## src/rtl/conv3x3_pixel_source.sv

```systemverilog
// 3x3 convolution pixel source: maps a VGA screen request onto an upscaled source image,
// fetches the 9-tap neighbourhood from RAM, and returns one saturated 4-bit filtered pixel.
module conv3x3_pixel_source #(
    parameter int SRC_W       = 160,
    parameter int SRC_H       = 120,
    parameter int SCALE_SHIFT = 2
) (
    input  logic        clk,
    input  logic        reset,
    input  logic        pixel_request,
    input  logic [9:0]  pixel_x,
    input  logic [9:0]  pixel_y,
    input  logic [1:0]  kernel_sel,
    output logic [3:0]  grayscale_pixel,
    output logic        pixel_valid,
    output logic        busy,
    output logic        mem_en,
    output logic [14:0] mem_addr,
    input  logic [3:0]  mem_rdata
);

    typedef enum logic [1:0] {IDLE, FETCH, FINISH} state_t;

    state_t             state_q;
    logic [3:0]         cnt_q;
    logic [9:0]         sx_q, sy_q;
    logic [1:0]         k_q;
    logic signed [11:0] acc_q;

    logic               pend_valid_q;
    logic [9:0]         pend_x_q, pend_y_q;
    logic [1:0]         pend_k_q;

    logic               cache_valid_q;
    logic [9:0]         cache_sx_q, cache_sy_q;
    logic [1:0]         cache_k_q;
    logic [3:0]         cache_pix_q;

    // Tap t is row-major over the 3x3 window; borders replicate the nearest source pixel.
    function automatic logic [14:0] tap_addr(input logic [9:0] sx, input logic [9:0] sy,
                                             input logic [3:0] tap);
        int col;
        int row;
        col = int'(sx) + int'(tap % 4'd3) - 1;
        row = int'(sy) + int'(tap / 4'd3) - 1;
        if (col < 0) col = 0;
        else if (col > SRC_W - 1) col = SRC_W - 1;
        if (row < 0) row = 0;
        else if (row > SRC_H - 1) row = SRC_H - 1;
        return 15'(row * SRC_W + col);
    endfunction

    function automatic logic signed [4:0] tap_weight(input logic [1:0] k, input logic [3:0] tap);
        logic centre;
        logic corner;
        centre = (tap == 4'd4);
        corner = (tap == 4'd0) || (tap == 4'd2) || (tap == 4'd6) || (tap == 4'd8);
        case (k)
            2'd0:    return centre ? 5'sd1 : 5'sd0;
            2'd1:    return centre ? 5'sd4 : (corner ? 5'sd1 : 5'sd2);
            2'd2:    return centre ? 5'sd5 : (corner ? 5'sd0 : -5'sd1);
            default: return centre ? 5'sd8 : -5'sd1;
        endcase
    endfunction

    // Request arbitration: IDLE takes the live request; FINISH prefers a live request over the held one.
    logic       req_v;
    logic [9:0] req_x, req_y, req_sx, req_sy;
    logic [1:0] req_k;
    logic       req_oor, req_hit;

    // NOTE: every combinational output gets a default first so no path can infer a latch.
    always_comb begin
        req_v = 1'b0;
        req_x = pixel_x;
        req_y = pixel_y;
        req_k = kernel_sel;
        case (state_q)
            IDLE:   req_v = pixel_request;
            FINISH: begin
                if (pixel_request) begin
                    req_v = 1'b1;
                end else if (pend_valid_q) begin
                    req_v = 1'b1;
                    req_x = pend_x_q;
                    req_y = pend_y_q;
                    req_k = pend_k_q;
                end
            end
            default: ;
        endcase
    end

    assign req_sx  = req_x >> SCALE_SHIFT;
    assign req_sy  = req_y >> SCALE_SHIFT;
    assign req_oor = (req_x >= 10'd640) || (req_y >= 10'd480);
    assign req_hit = cache_valid_q && !req_oor && (req_sx == cache_sx_q) &&
                     (req_sy == cache_sy_q) && (req_k == cache_k_q);

    // Data arriving this cycle belongs to the tap issued one cycle earlier.
    logic [3:0]         dtap;
    logic signed [11:0] w_ext, d_ext, prod, sum, res;
    logic [3:0]         fin_pix;

    always_comb begin
        dtap  = cnt_q - 4'd1;
        w_ext = 12'(tap_weight(k_q, dtap));
        d_ext = $signed({8'd0, mem_rdata});
        prod  = w_ext * d_ext;
        sum   = acc_q + prod;
        res   = (k_q == 2'd1) ? (sum >>> 4) : sum;
        if (res < 0)              fin_pix = 4'd0;
        else if (res > 12'sd15)   fin_pix = 4'd15;
        else                      fin_pix = res[3:0];
    end

    // NOTE: all state below is updated with non-blocking assignments so every register samples pre-edge values.
    always_ff @(posedge clk or negedge reset) begin
        if (!reset) begin
            state_q         <= IDLE;
            cnt_q           <= '0;
            sx_q            <= '0;
            sy_q            <= '0;
            k_q             <= '0;
            acc_q           <= '0;
            pend_valid_q    <= 1'b0;
            pend_x_q        <= '0;
            pend_y_q        <= '0;
            pend_k_q        <= '0;
            cache_valid_q   <= 1'b0;
            cache_sx_q      <= '0;
            cache_sy_q      <= '0;
            cache_k_q       <= '0;
            cache_pix_q     <= '0;
            grayscale_pixel <= '0;
            pixel_valid     <= 1'b0;
            busy            <= 1'b0;
            mem_en          <= 1'b0;
            mem_addr        <= '0;
        end else begin
            pixel_valid <= 1'b0;
            case (state_q)
                FETCH: begin
                    if (pixel_request) begin
                        pend_valid_q <= 1'b1;
                        pend_x_q     <= pixel_x;
                        pend_y_q     <= pixel_y;
                        pend_k_q     <= kernel_sel;
                    end
                    if (cnt_q < 4'd8) begin
                        mem_en   <= 1'b1;
                        mem_addr <= tap_addr(sx_q, sy_q, cnt_q + 4'd1);
                    end else begin
                        mem_en   <= 1'b0;
                    end
                    if (cnt_q != 4'd0) acc_q <= sum;
                    cnt_q <= cnt_q + 4'd1;
                    if (cnt_q == 4'd9) begin
                        grayscale_pixel <= fin_pix;
                        pixel_valid     <= 1'b1;
                        cache_valid_q   <= 1'b1;
                        cache_sx_q      <= sx_q;
                        cache_sy_q      <= sy_q;
                        cache_k_q       <= k_q;
                        cache_pix_q     <= fin_pix;
                        state_q         <= FINISH;
                    end
                end
                default: begin
                    // IDLE and FINISH both accept work; FINISH always consumes the held request.
                    if (state_q == FINISH) pend_valid_q <= 1'b0;
                    state_q <= IDLE;
                    busy    <= 1'b0;
                    if (req_v) begin
                        if (req_oor) begin
                            grayscale_pixel <= 4'd0;
                            pixel_valid     <= 1'b1;
                        end else if (req_hit) begin
                            // Restoring the cached value keeps a hit correct even after an out-of-range 0.
                            grayscale_pixel <= cache_pix_q;
                            pixel_valid     <= 1'b1;
                        end else begin
                            state_q  <= FETCH;
                            busy     <= 1'b1;
                            sx_q     <= req_sx;
                            sy_q     <= req_sy;
                            k_q      <= req_k;
                            cnt_q    <= '0;
                            acc_q    <= '0;
                            mem_en   <= 1'b1;
                            mem_addr <= tap_addr(req_sx, req_sy, 4'd0);
                        end
                    end
                end
            endcase
        end
    end

endmodule

```

## config.mk

```make
export PLATFORM = sky130hd
export DESIGN_NAME = conv3x3_pixel_source
export DESIGN_NICKNAME = d
export VERILOG_FILES = /design/src/rtl/conv3x3_pixel_source.sv
export SDC_FILE = /design/constraint.sdc
export NUM_CORES = 1
export LEC_CHECK = 0
export CAP_MARGIN = 10
export CORE_UTILIZATION = 30
export CTS_CLUSTER_DIAMETER = 40
export DETAILED_ROUTE_END_ITERATION = 8
export PLACE_DENSITY_LB_ADDON = 0.25
export SETUP_SLACK_MARGIN = 0.5
export SLEW_MARGIN = 20
export SYNTH_ARGS = -nofsm -noshare
export SYNTH_HDL_FRONTEND = slang
export SYNTH_SLANG_ARGS = --single-unit
```

## constraint.sdc

```tcl
create_clock -name clk -period 10.4 [get_ports clk]
set_input_delay 2.08 -clock clk [delete_from_list [all_inputs] [get_ports clk]]
set_output_delay 2.08 -clock clk [all_outputs]
set_load 0.05 [all_outputs]
```

# Word level (Yosys, flattened, before mapping)
# Cells that the tools add are included.
# totals
elab_cells	176
reg_bits	104
# op_classes
reduce_logical	24
n_addsub	11
div	2
n_lt_le_gt_ge	13
bitwise_logic	3
eq_ne	18
muxes	82
n_mul	3
# op_table
op	count
32-bit 2-to-1 mux	10
15-bit 2-to-1 mux	15
9-bit by 32-bit adder with 32-bit output	2
32-bit by 1-bit < comparator with 1-bit output (second input constant)	2
32-bit by 4-bit multiplier with 10-bit output (second input constant)	2
32-bit by 2-bit subtractor with 32-bit output (second input constant)	2
10-bit 2-to-1 mux	6
12-bit 2-to-1 mux	5
4-bit 2-to-1 mux	11
4-bit by 2-bit divider with 32-bit output (second input constant)	1
32-bit by 8-bit > comparator with 1-bit output (second input constant)	1
32-bit by 9-bit > comparator with 1-bit output (second input constant)	1
4-bit by 2-bit modulo with 32-bit output (second input constant)	1
15-bit adder	2
1-bit 2-to-1 mux	22
9-bit by 1-bit < comparator with 1-bit output (second input constant)	2
8-bit by 1-bit subtractor with 9-bit output (second input constant)	2
8-bit == test	2
5-bit 2-to-1 mux	3
5-bit case mux with 3 select lines	1
12-bit by 10-bit adder with 12-bit output	1
12-bit by 5-bit > comparator with 1-bit output (second input constant)	1
12-bit by 1-bit < comparator with 1-bit output (second input constant)	1
2-bit 2-to-1 mux	6
31 further kinds	54

# Logic depth before layout (Yosys ltp)
# Gate-level depths: netlist (run 1).
# logic_depth
word_depth	20
depth_mapped	41
depth_no_buf	40

# Least setup slack after synthesis (run 1)
# Ideal clock, no wire load.
# synth_timing
kind	register to register
from	register cnt_q[0]
to	register mem_addr[12]
period_less_slack_ns	7.460
path_slack_ns	2.940
path_buffers	2
arrival_time_ns	7.338
stages_incl_launch_ff	35
path_cell_list	dfrtp_1 buf_2 inv_1 ha_1 ha_1 ha_1 nor4_4 or3_1 clkbuf_1 nand2_1 nor2_1 nand2_1 inv_1 ha_1 inv_1 ha_1 fa_1 a211o_1 a211o_1 nand3_1 or4b_1 a21bo_2 or3_1 nand2_1 o21ai_0 ha_1 fa_1 a21oi_1 nor2_1 nor2_1 xnor2_1 ha_1 or3_1 o21ai_0 nor3_2
# synth_via
elab_chain_len	13
# synth_rtl
element	line_no	source
start: declaration	25	logic [3:0] cnt_q;
start signal: assignment	157	cnt_q <= cnt_q + 4'd1;
4-bit by 1-bit adder with 4-bit output	152	mem_addr <= tap_addr(sx_q, sy_q, cnt_q + 4'd1);
4-bit by 2-bit divider with 32-bit output	45	row = int'(sy) + int'(tap / 4'd3) - 1;
9-bit by 32-bit adder with 32-bit output	45	
32-bit by 2-bit subtractor with 32-bit output	45	
32-bit by 8-bit > comparator with 1-bit output	49	else if (row > SRC_H - 1) row = SRC_H - 1;
32-bit 2-to-1 mux	49	
32-bit 2-to-1 mux	48	if (row < 0) row = 0;
32-bit 2-to-1 mux	150	if (cnt_q < 4'd8) begin
32-bit 2-to-1 mux	142	case (state_q)
32-bit by 4-bit multiplier with 10-bit output	50	return 15'(row * SRC_W + col);
15-bit adder	50	
15-bit 2-to-1 mux	150	
15-bit 2-to-1 mux	142	
end signal: assignment	152	
end signal: assignment	191	mem_addr <= tap_addr(req_sx, req_sy, 4'd0);
end: declaration	18	output logic [14:0] mem_addr,
# Several ways; a longest one is shown, not always the timed one. The select of a mux whose other input is x is not followed.
# A chain may end at the register's enable or synchronous reset.

# Final worst setup path (run 1)
# layout_timing
from	register cnt_q[0]
to	register mem_addr[14]
# Same word-level chain as after synthesis.

==> flow_summary.json, run 1 <==
{
  "status": "finished, final reports clean",
  "fin_crit_sh_pct": 86.4,
  "final_cell_mix": "inv_1, nand2_1, ha_1",
  "grt.overflow.total": 0,
  "worstSetupPathType": "reg2reg",
  "gp_congestion": 0.862,
  "die_x_um": 195,
  "cts_tree": "done",
  "worst_setup_path_start_kind": "flip-flop",
  "drc": 0,
  "synth.top_cell.area_share_pct": 22.3,
  "grt_util_all_layers_pct": 15.6,
  "first_global_vias": 9525,
  "skew_ns": 0.00984,
  "ys_ff_latch": 100,
  "synth-xor-area-share_pct": 6.56,
  "drv_cap": 0,
  "cpMostUsedCell": "nand2_1",
  "clock_path_buffers": 2,
  "syn_to_final_growth_pct": 11.2,
  "cts_made_buffers": 9,
  "antenna_left": 0,
  "antenna_found_initial": 0,
  "yosysWarnings": 0,
  "finalHoldViolCount": 0,
  "critPathMaxFanout": 15,
  "synthCells": 1368,
  "slowest_delay_ns": 0.61,
  "syn_area_um2": 11200,
  "setup_viol": 0,
  "cts.sinks": 100,
  "grt_max_degree": 53,
  "initial_utilization_pct": 30.5,
  "cts.htree.levels": 3,
  "port_buffers": 46,
  "core_area_um2": 36700,
  "clock_latency_ns": 0.36,
  "cts_root_buf": "clkbuf_16",
  "relSlewSlack_pct": 35.2,
  "drtPass1Iterations": 5,
  "cp_slowest_cell": "and2b_1",
  "fin_crit_ns": 8.99,
  "vias_per_cell": 5.13,
  "async_flop_share_pct": 100,
  "muxShareOfSynthArea_pct": 5.28,
  "synth_area_leaders": "dfrtp_1, ha_1, fa_1",
  "critical_path_required_ns": 10.65,
  "ios": 51,
  "die_height_um": 195,
  "drt_iter0_drc": 415,
  "synth_edf_count": 0,
  "max_slew.worst_pin.slew_ns": 0.971,
  "arrival_ns": 9.24,
  "rsz0062_at_grt": "false",
  "synth.yosys.seq_area_share_pct": 22.3,
  "clock.fmax_mhz": 111,
  "hold_path.class": "reg2reg",
  "num_antenna_cells": 0,
  "wl_per_cell_um": 15.7,
  "dp_hpwl_um": 23200,
  "ctsHoldBuffers": 0,
  "grt_pass1_wl_um": 48600,
  "critPathCaptureType": "flip-flop",
  "drt_wl_total_um": 29400,
  "die_area_um2": 38100,
  "path_clk_slew_ns": 0.08,
  "final_layout_size_suffix_gt1_share_pct": 6.79,
  "drv_slew": 0,
  "layout_commonest_cell": "inv_1",
  "num_vias": 9576,
  "synth_flop_cell": "dfrtp_1",
  "setup_tns_ns": 0,
  "nNetsFinal": 1572,
  "synthAdderAreaFrac_pct": 18.6,
  "fp-row-count": 70,
  "synth_top_family_by_area": "compound AO/OA/AOI/OAI gates",
  "synth_cell_type_count": 95,
  "synth_compound_area_share_pct": 20.2,
  "yosysTopAreaCell": "dfrtp_1",
  "yosys.area_share.simple_pct": 20.0,
  "syn_avg_cell_area_um2": 8.19
}
-- layout make-up --
type | instances | area, um2
clock buffer | 9 | 225
clock inverter | 7 | 80.1
fill | 3864 | 24200
inverter | 147 | 552
multi-input combinational | 1079 | 7970
sequential | 100 | 2500
tap | 468 | 586
timing repair buffer | 58 | 548
-- synth_stat cells, types with 9 or more instances --
cell type  number
a22o_1         12
nor3_1         20
xnor2_1        45
dfrtp_1       100
o211ai_1       15
nand2_1       143
o22ai_1        12
fa_1           28
inv_1         146
nand3_1        37
nand2b_1        9
ha_1          120
mux2i_2         9
clkbuf_1       29
mux2i_1        13
and3_1         14
o21ai_0        91
buf_2          13
nand4_1        23
nor3b_1         9
a21o_1         26
nor4_1         11
xor2_1         37
mux2_2         24
nor2b_1        24
o21a_1         17
nor2_1         77
a21oi_1       100
and2_1         18
-- flip-flops by register name, indices dropped and copies added, names as in the netlist --
register / flops
cache_k_q: 2
busy: 1
sy_q: 8
cache_pix_q: 4
state_q: 2
mem_en: 1
pixel_valid: 1
cnt_q: 4
pend_x_q: 8
k_q: 2
pend_k_q: 2
sx_q: 8
cache_valid_q: 1
cache_sy_q: 8
cache_sx_q: 8
pend_valid_q: 1
mem_addr: 15
grayscale_pixel: 4
pend_y_q: 8
acc_q: 12
-- worst max-delay path: cells and delay by family (launching register included) --
family | cells | cell delay, ns
flip-flops | 1 | 0.51
AO/OA/AOI/OAI | 10 | 2.20
XOR/XNOR | 2 | 0.31
AND/OR/NAND/NOR | 18 | 3.40
adder cells (fa/ha/maj) | 6 | 1.94
buffers and inverters | 2 | 0.52
-- worst paths after layout --
kind	start	endpoint	slack, ns	cells past startpoint
max	cnt_q[0]	mem_addr[14]	1.41	38
min	cache_valid_q	cache_valid_q	0.48	1
max reg2reg	cnt_q[0]	mem_addr[14]	1.41	38
min reg2reg	cache_valid_q	cache_valid_q	0.48	1
max in group asynchronous	reset	cache_sy_q[2]	7.49	2
min in group asynchronous	reset	pend_y_q[8]	1.78	1
-- stage by stage --
| step | area (um2) | setup WS, ns | hold slack (ns) | std cells | util, % |
|---|---|---|---|---|---|
| floorplan | 11200 | 2.94 | 0.434 | 1376 | - |
| global placement | 12100 | 1.21 | 0.449 | 1851 | 33.1 |
| detailed placement | 12100 | 1.06 | 0.462 | 1851 | 33.1 |
| CTS | 12400 | 1.06 | 0.483 | 1867 | 33.9 |
| global route | 12500 | 0.529 | 0.507 | 1868 | 34.0 |
| finish | 12500 | 1.41 | 0.478 | 1868 | 34.0 |
-- logic make-up after synthesis --
group	count (synthesis)
compound gates	354
xor+xnor	83
fa+ha+maj	150
buf+inv	197
flops	100
mux	49
other cells	1
simple gates	434
-- metal layers --
metal | global-route usage [%] | wire, um | vias to the layer above
met5 | 0 | 0 | -
met4 | 2.80 | 294 | 0
met3 | 1.71 | 815 | 16
met2 | 26.8 | 14000 | 133
met1 | 21.2 | 14200 | 4586
li1 | - | - | 4841
-- what timing repair did --
item,in CTS,in global routing
setup endpoints to repair,0,4
buffers inserted,0,1
endpoints found under the hold margin,0,0
gates resized for setup,0,2
Power of run 1 is left out: the tool's default activity adds up to more than one toggle a clock period on the data nets, which glitch-free logic cannot reach.
==> run 2: changes to the inputs <==
--- a/config.mk
+++ b/config.mk
@@ -6,9 +6,10 @@
 export NUM_CORES = 1
 export LEC_CHECK = 0
 export CAP_MARGIN = 10
-export CORE_UTILIZATION = 30
+export CORE_UTILIZATION = 35
 export CTS_CLUSTER_DIAMETER = 40
 export DETAILED_ROUTE_END_ITERATION = 8
+export GPL_ROUTABILITY_DRIVEN = 0
 export PLACE_DENSITY_LB_ADDON = 0.25
 export SETUP_SLACK_MARGIN = 0.5
 export SLEW_MARGIN = 20
==> run 2 against run 1 <==
Utilization rose by 5.1 points. Clock-buffer cell count did not move. Sequential share of layout area rose by 0.20 points. Die area fell by 14%. First-iteration DRC count rose by 45%. Critical path depth fell by 3.
==> flow_summary.json, run 2 (synthesis results as in run 1) <==
{
  "final_layout_size_suffix_gt1_share_pct": 6.65,
  "wl_per_cell_um": 15.8,
  "arrival_ns": 9.16,
  "r2r-start": "cnt_q[0]",
  "syn_to_final_growth_pct": 10.2,
  "status": "finished, final reports clean",
  "grt_pass1_wl_um": 48000,
  "first_global_vias": 9657,
  "reg2reg_to": "mem_addr[14]",
  "grt_util_all_layers_pct": 17.9,
  "drt_wl_total_um": 28400,
  "die_x_um": 181,
  "worst_setup_path_start_kind": "flip-flop",
  "final_util_pct": 39.1,
  "cts_root_buf": "clkbuf_16",
  "die_area_um2": 32700,
  "skew_ns": 0.0103,
  "grt.overflow.total": 0,
  "fin_crit_ns": 8.92,
  "core_area_um2": 31600,
  "vias_per_cell": 5.37,
  "regMostFlops": "mem_addr",
  "critPathMaxFanout": 15,
  "ctsHoldBuffers": 0,
  "hp-start": "cache_valid_q",
  "drt_iter0_drc": 602,
  "grt_max_degree": 52,
  "worstSetupPathType": "reg2reg",
  "fillers": 3272,
  "path_clk_slew_ns": 0.07,
  "post_cts_buffers": 0,
  "relSlewSlack_pct": 31.8,
  "startpoint": "cnt_q[0]",
  "r2r_cells": 35,
  "antenna_found_initial": 0,
  "dp_hpwl_um": 22600,
  "setup_tns_ns": 0,
  "hold_path.class": "reg2reg",
  "cts.sinks": 100,
  "num_antenna_cells": 0,
  "drc": 0,
  "clock_path_buffers": 2,
  "die_height_um": 181,
  "cts_made_buffers": 9,
  "num_vias": 9660,
  "critical_path_required_ns": 10.64,
  "max_slew.worst_pin.slew_ns": 1.02,
  "cts_resized": 0,
  "largestRegisters": "mem_addr x15, acc_q x12",
  "finalHoldViolCount": 0,
  "drtPass1Iterations": 5,
  "slowest_delay_ns": 0.54,
  "largest_register_ffs": 15,
  "fp-row-count": 65,
  "critPathCaptureType": "flip-flop",
  "cts.htree.levels": 3,
  "nNetsFinal": 1570,
  "cts_tree": "done",
  "fin_crit_sh_pct": 85.8,
  "whs_endpoint": "cache_valid_q",
  "fin_ws_ns": 1.48,
  "drv_slew": 0,
  "final_cell_mix": "inv_1, nand2_1, ha_1",
  "setup_viol": 0,
  "initial_utilization_pct": 35.5,
  "r2r_setup_slack_ns": 1.48,
  "dpl_worst_slack_ns": 1.22,
  "drv_cap": 0,
  "clock.fmax_mhz": 112,
  "cp_slowest_cell": "dfrtp_1",
  "cpMostUsedCell": "nand2_1",
  "holdPathStages": 1,
  "antenna_left": 0,
  "layout_commonest_cell": "inv_1",
  "ios": 51,
  "port_buffers": 46,
  "rsz0062_at_grt": "false",
  "holdWs_ns": 0.480,
  "clock_latency_ns": 0.35
}
[run 2: cell types whose count changed in the layout (fill, tap and decap cells not counted)]
cell	delta
a2111oi_0	-1
clkinv_2	+1
and2b_2	+1
nand2_1	+1
and2b_1	-1
a2111oi_1	+1
nand2_2	-1
buf_4	-2
clkinv_4	+1
bufinv_16	-1
clkinvlp_4	-1
[run 2: how the worst max path moves through the flow]
stage	to	slack, ns	cells after the start
floorplan	mem_addr[12]	2.94	34
global placement	mem_addr[14]	1.32	38
detailed placement	mem_addr[14]	1.22	38
CTS	mem_addr[14]	1.22	38
global route	mem_addr[14]	0.66	35
finish	mem_addr[14]	1.48	35
[run 2: final cells by class]
class / instances / area (um2) / area share, %
clock inverters: 7 / 56.3 / 0.456
well taps: 402 / 503 / 4.08
repair buffers: 56 / 533 / 4.32
multi-input cells: 1079 / 7970 / 64.6
inverters: 147 / 552 / 4.47
clock buffers: 9 / 225 / 1.83
flip-flops and latches: 100 / 2500 / 20.3
[run 2: worst max-delay path: cells and delay by family, from the launching register on]
kind / cells / cell delay, ns
adders and majority gates: 5 / 1.86
DFF: 1 / 0.54
AOI/OAI and AO/OA: 9 / 1.84
xor gates and xnor gates: 1 / 0.18
and+or+nand+nor: 18 / 4.03
buffers and inverters: 2 / 0.35
[run 2: stage by stage]
stage,std cells,cell area (um2)
2_1_floorplan,1376,11200
3_3_place_gp,1784,12000
6_report,1800,12300
5_1_grt,1800,12300
4_1_cts,1800,12300
3_5_place_dp,1784,12000
[run 2: per-layer routing]
layer	global-route usage (%)	routed length, um
met1	24.1	13600
met2	31.3	13600
met3	1.96	915
met4	2.39	183
met5	0	0
Power of run 2 is left out for the same reason.
